## src/rtl/dmem_pkg.sv

```systemverilog
// Shared definitions for the data-memory arbiter: bus widths, default memory
// depth and FSM state encoding.
package dmem_pkg;

  localparam int DMEM_MEM_BYTES = 128;
  localparam int DMEM_AW        = 16;
  localparam int DMEM_DW        = 16;

  localparam logic [1:0] ST_IDLE   = 2'd0;
  localparam logic [1:0] ST_ACCESS = 2'd1;
  localparam logic [1:0] ST_RESP   = 2'd2;

  typedef enum logic [1:0] {
    IDLE   = ST_IDLE,
    ACCESS = ST_ACCESS,
    RESP   = ST_RESP
  } state_t;

endpackage

```

## src/rtl/rr_arbiter2.sv

```systemverilog
// Two-way round-robin pick: a lone requester always wins, under contention
// the port that did not win last time is chosen.
module rr_arbiter2 (
  input  logic [1:0] req,
  input  logic       last_grant,
  output logic       valid,
  output logic       grant
);

  always_comb begin
    valid = |req;
    grant = 1'b0;
    case (req)
      2'b01:   grant = 1'b0;
      2'b10:   grant = 1'b1;
      2'b11:   grant = ~last_grant;
      default: grant = 1'b0;
    endcase
  end

endmodule

```

## src/rtl/data_memory_arbiter.sv

```systemverilog
// Shares a single-port byte-addressed data memory between a CPU port (0) and a
// debug/DMA port (1); big-endian 16-bit words, one transaction per 3 cycles.
module data_memory_arbiter
  import dmem_pkg::*;
#(
  parameter int MEM_BYTES = DMEM_MEM_BYTES,
  parameter int AW        = DMEM_AW,
  parameter int DW        = DMEM_DW
) (
  input  logic          Clock,
  input  logic          Reset,
  input  logic          Req0,
  input  logic          Req1,
  input  logic          Wr0,
  input  logic          Wr1,
  input  logic [AW-1:0] Addr0,
  input  logic [AW-1:0] Addr1,
  input  logic [DW-1:0] WData0,
  input  logic [DW-1:0] WData1,
  output logic          Ack0,
  output logic          Ack1,
  output logic [DW-1:0] RData0,
  output logic [DW-1:0] RData1,
  output logic          Err0,
  output logic          Err1,
  output logic [AW-1:0] MemAdresa,
  output logic [DW-1:0] MemWData,
  output logic          MemWrite,
  output logic          MemRead,
  input  logic [DW-1:0] MemRData
);

  state_t          state_reg, state_next;
  logic            last_grant_reg, last_grant_next;
  logic            grant_en;
  logic            arb_valid, arb_grant;
  logic            txn_port_reg, txn_wr_reg;
  logic [AW-1:0]   txn_addr_reg;
  logic [DW-1:0]   txn_data_reg;
  logic [DW-1:0]   rdata0_reg, rdata1_reg;
  logic            in_range, in_access, in_resp;

  rr_arbiter2 u_arb (
    .req        ({Req1, Req0}),
    .last_grant (last_grant_reg),
    .valid      (arb_valid),
    .grant      (arb_grant)
  );

  // A word occupies addr and addr+1, so the last legal start is MEM_BYTES-2.
  assign in_range  = (txn_addr_reg <= AW'(MEM_BYTES - 2));
  assign in_access = (state_reg == ACCESS);
  assign in_resp   = (state_reg == RESP);

  always_comb begin
    state_next      = state_reg;
    last_grant_next = last_grant_reg;
    grant_en        = 1'b0;
    case (state_reg)
      IDLE: begin
        if (arb_valid) begin
          state_next      = ACCESS;
          last_grant_next = arb_grant;
          grant_en        = 1'b1;
        end
      end
      ACCESS:  state_next = RESP;
      RESP:    state_next = IDLE;
      default: state_next = IDLE;
    endcase
  end

  always_ff @(posedge Clock) begin
    if (Reset) begin
      state_reg      <= IDLE;
      last_grant_reg <= 1'b1;
      txn_port_reg   <= 1'b0;
      txn_wr_reg     <= 1'b0;
      txn_addr_reg   <= '0;
      txn_data_reg   <= '0;
      rdata0_reg     <= '0;
      rdata1_reg     <= '0;
    end else begin
      state_reg      <= state_next;
      last_grant_reg <= last_grant_next;
      if (grant_en) begin
        txn_port_reg <= arb_grant;
        txn_wr_reg   <= arb_grant ? Wr1    : Wr0;
        txn_addr_reg <= arb_grant ? Addr1  : Addr0;
        txn_data_reg <= arb_grant ? WData1 : WData0;
      end
      // Loads land in the winner's result register at the edge ending ACCESS.
      if (in_access && !txn_wr_reg && in_range) begin
        if (txn_port_reg) rdata1_reg <= MemRData;
        else              rdata0_reg <= MemRData;
      end
    end
  end

  assign MemAdresa = txn_addr_reg;
  assign MemWData  = txn_data_reg;
  assign MemWrite  = in_access &  txn_wr_reg & in_range;
  assign MemRead   = in_access & ~txn_wr_reg & in_range;

  assign Ack0   = in_resp & ~txn_port_reg;
  assign Ack1   = in_resp &  txn_port_reg;
  assign Err0   = Ack0 & ~in_range;
  assign Err1   = Ack1 & ~in_range;
  assign RData0 = rdata0_reg;
  assign RData1 = rdata1_reg;

endmodule

```

## config.mk

```make
export PLATFORM = sky130hd
export DESIGN_NAME = data_memory_arbiter
export DESIGN_NICKNAME = d
export VERILOG_FILES = /design/src/rtl/dmem_pkg.sv /design/src/rtl/rr_arbiter2.sv /design/src/rtl/data_memory_arbiter.sv
export SDC_FILE = /design/constraint.sdc
export NUM_CORES = 1
export LEC_CHECK = 0
export BUFFER_PORTS_ARGS = -buffer_cell sky130_fd_sc_hd__buf_2
export CAP_MARGIN = 25
export CORE_MARGIN = 10
export CORE_UTILIZATION = 49
export CTS_CLUSTER_DIAMETER = 80
export DETAILED_ROUTE_END_ITERATION = 12
export HOLD_SLACK_MARGIN = 0.1
export PLACE_DENSITY_LB_ADDON = 0.15
export SYNTH_ARGS = -nofsm -noshare
export SYNTH_HDL_FRONTEND = slang
export SYNTH_SLANG_ARGS = --single-unit
```

## constraint.sdc

```tcl
create_clock -name Clock -period 2.1 [get_ports Clock]
set_input_delay 0.21 -clock Clock [delete_from_list [all_inputs] [get_ports Clock]]
set_output_delay 0.21 -clock Clock [all_outputs]
set_load 0.02 [all_outputs]
```

==> summary.md <==
| Metric | Value |
|---|---|
| Status | `finished clean` |
| CTS sink count | `69` |
| Antenna violations before repair | `0` |
| Number of synthesis warnings | `0` |
| Drc violations | `0` |
| Die Area | `0.00973 mm²` |
| Net count after synthesis | `about 420` |
| Vias in the first global route | `2949` |
| Root buf cell | `clkbuf_8` |
| Peak VDD IR | `0.000384 V` |
| Critical path class | `reg2out` |
| Skew final | `between 0.006 and 0.007 ns` |
| Startpoint types | `register` |
| CTS tree | `built` |
| Initial Util | `50.9%` |
| Cell chain of the critical path | `nor4_2, and3_1, and2_2, and4bb_1, buf_2` |
| Dpl ws | `about 0.35 ns` |
| CP endpoint kind | `primary output` |
| Vias per inst | `5.39` |
| ANT cells | `0` |
| # setup viols final | `0` |
| Max clock buf depth | `2` |
| PwrDens | `800 mW/mm²` |
| Post-route design area | `0.00404 mm²` |
| Final Util | `67.8%` |
| Period utilization | `94.2%` |
| Top Family by Delay on Critical Path | `simple AND/OR/NAND/NOR gates` |
| Worst Tran Pin Value | `0.629 ns` |
| Post-DRT Antenna Nets | `0` |
| I/O pins | `156` |
| Fin. max-slew vios | `0` |
| Area Growth Syn to Fin | `33.3%` |
| Unrepaired setup endpoints after global routing | `no` |
| Placed insts | `534` |
| CP max stage delay | `0.33 ns` |
| Max cap viols | `0` |
| Placer Congestion | `0.787` |
| CTS buffer count | `9` |
| Ys async rst share | `0%` |
| Nets | `roughly 560` |
| Layout cells sized above 1 | `between 30% and 40%` |
| Gate Count Post-Synth | `329` |
| Sequential-to-total area share from yosys stat | `45.6%` |
| Row count | `28` |
| Overall die width | `a little under 100 µm` |
| Slew headroom | `about three fifths` |
| Tmin final | `1.98 ns` |
| Setup TNS | `0 ns` |
| HPWL Detailed | `6.85 mm` |
| GRT Util Overall | `17.3%` |
| Finished Layout Cells | `551` |
| Hold_buf cts | `0` |
| Crit path arrival time | `1.77 ns` |
| Min Hold Slack | `0.143 ns` |
| HP Class | `in2reg` |
| Core ar. | `0.00596 mm²` |
| Worst-Skew Late Latency | `0.33 ns` |
| Vias | `between 2000 and 3000` |
| CP max stage cell | `dfxtp_1` |
| Worst-path clk slew | `0.07 ns` |
| Routed Wire Length | `approximately 9 mm` |
| WHS Path Cells | `3` |
| Netlist Area Pre-Place | `0.00303 mm²` |
| Syn Area/Cell | `~9 µm²` |
| GR Overflow Total | `0` |
| Fin. Hold Viols | `0` |
| EDFF count, synth | `0` |
| Global-route wire length before repair | `~14 mm` |
| Largest net degree at the start of global routing | `55` |
| Placed inst area | `0.00381 mm²` |
| H-Tree Depth | `3` |
| Power, Total | `3.23 mW` |
| TritonRoute pass-1 iters | `4` |
| Initial DRC count | `about 110` |
| Worst path buffer plus inverter count | `1` |
| Post-synth top flop | `dfxtp_1` |
| Height of the chip | `98.6 µm` |
| Routed wire length per instance | `16.4 µm` |
| Final worst slack | `0.122 ns` |
| Critical path depth | `5` |
| Leakage | `1.83 nW` |
| Unique masters post-synth | `31` |
| Port Buffers | `approximately 160` |
| Synth Register Bits | `69` |
| Worst R2R Path Depth | `5` |
| Crit path required time | `1.89 ns` |
| F_max | `506 MHz` |
| Crit-path max FO | `4` |
metal layers:
metal | up-vias | GRT usage [%] | routed length (µm)
met5 | - | 0 | 0
met4 | 0 | 5.29 | 58
met3 | 5 | 6.98 | 848
met2 | 120 | 27.9 | 4310
met1 | 1335 | 20.5 | 3830
li1 | 1509 | - | -
layout make-up:
type,instances,area (µm²)
fillers,512,1920
flip-flops and latches,69,1380
multi-input cells,225,1470
clock inverters,4,45.0
repair buffers,166,883
well taps,75,93.8
clock buffers,12,165
report_power, final:
part | internal (mW) | total, mW | switching, mW | leakage, nW
registers | 1.40 | 1.46 | 0.0623 | 0.565
logic | 0.255 | 0.655 | 0.400 | 1.16
clock network | 0.640 | 1.12 | 0.479 | 0.112
worst paths after layout:
check                                                  end                  startpoint  slack, ns
worst min-delay path                RData0[8]$_SDFFE_PP0P_                 MemRData[8]       0.14
worst max register to register  MemAdresa[13]$_SDFFE_PP0P_   state_reg[1]$_SDFFE_PP0P_       0.47
worst min register to register      RData0[4]$_SDFFE_PP0P_      RData0[4]$_SDFFE_PP0P_       0.47
worst max-delay path                               MemRead  MemAdresa[12]$_SDFFE_PP0P_       0.12
kinds of logic (layout without fill, tap and decap cells):
family          Yosys count  after routing  synth area share [%]
mux                      33             33                  10.9
flops                    69             69                  45.6
compound gates          105            105                  20.9
buf+inv                  35            182                  6.52
simple gates             87             87                  16.1
synthesized netlist by cell type, drive strengths merged, types with 2 or more instances:
cell / n / area share (%)
a211oi: 33 / 8.2
a21oi: 33 / 5.5
and4bb: 2 / 0.83
buf: 23 / 5.0
clkbuf: 12 / 1.5
dfxtp: 69 / 46
mux2i: 33 / 11
nand3: 2 / 0.33
nand4: 33 / 6.8
nor2: 37 / 4.7
nor2b: 2 / 0.41
nor3b: 2 / 0.50
o21ai: 35 / 6.3
or2: 2 / 0.41
layout by cell type (no fill, tap or decap):
master,netlist,routed
nor4b_4,1,1
nor2_1,36,36
buf_12,0,2
nor3b_1,2,2
a21oi_1,33,33
o21ai_0,5,5
o21a_2,0,1
nand4_1,33,33
o21ai_2,1,1
clkinv_2,0,3
nor2_2,1,1
mux2i_1,33,33
o21ai_1,28,28
nor4_2,0,1
and3_1,1,1
nor3_1,1,1
clkbuf_8,0,12
and4b_1,1,1
and4bb_1,2,2
a22oi_1,1,1
nor2b_1,2,2
buf_2,14,155
and3b_1,1,1
o21ai_4,1,1
and2_2,0,1
or2_1,2,2
buf_4,5,9
dfxtp_1,69,69
a211oi_1,33,33
nand3_1,2,2
bufinv_16,0,1
a31oi_1,1,1
a21boi_4,0,1
worst register-to-register path, stage by stage (launching register included):
cell and delay, ns:
dfxtp_1 0.40, nor2_2 0.22, o21a_2 0.33, buf_12 0.27, nor2_1 0.10, a211oi_1 0.24
timing repair:
action                                  in CTS  in global routing
setup buffers                                1                  0
pin swaps                                    1                  2
endpoints found under the setup margin       1                  1
gates resized for setup                      1                  1
Note: power is estimated with default switching activity, not from simulation.
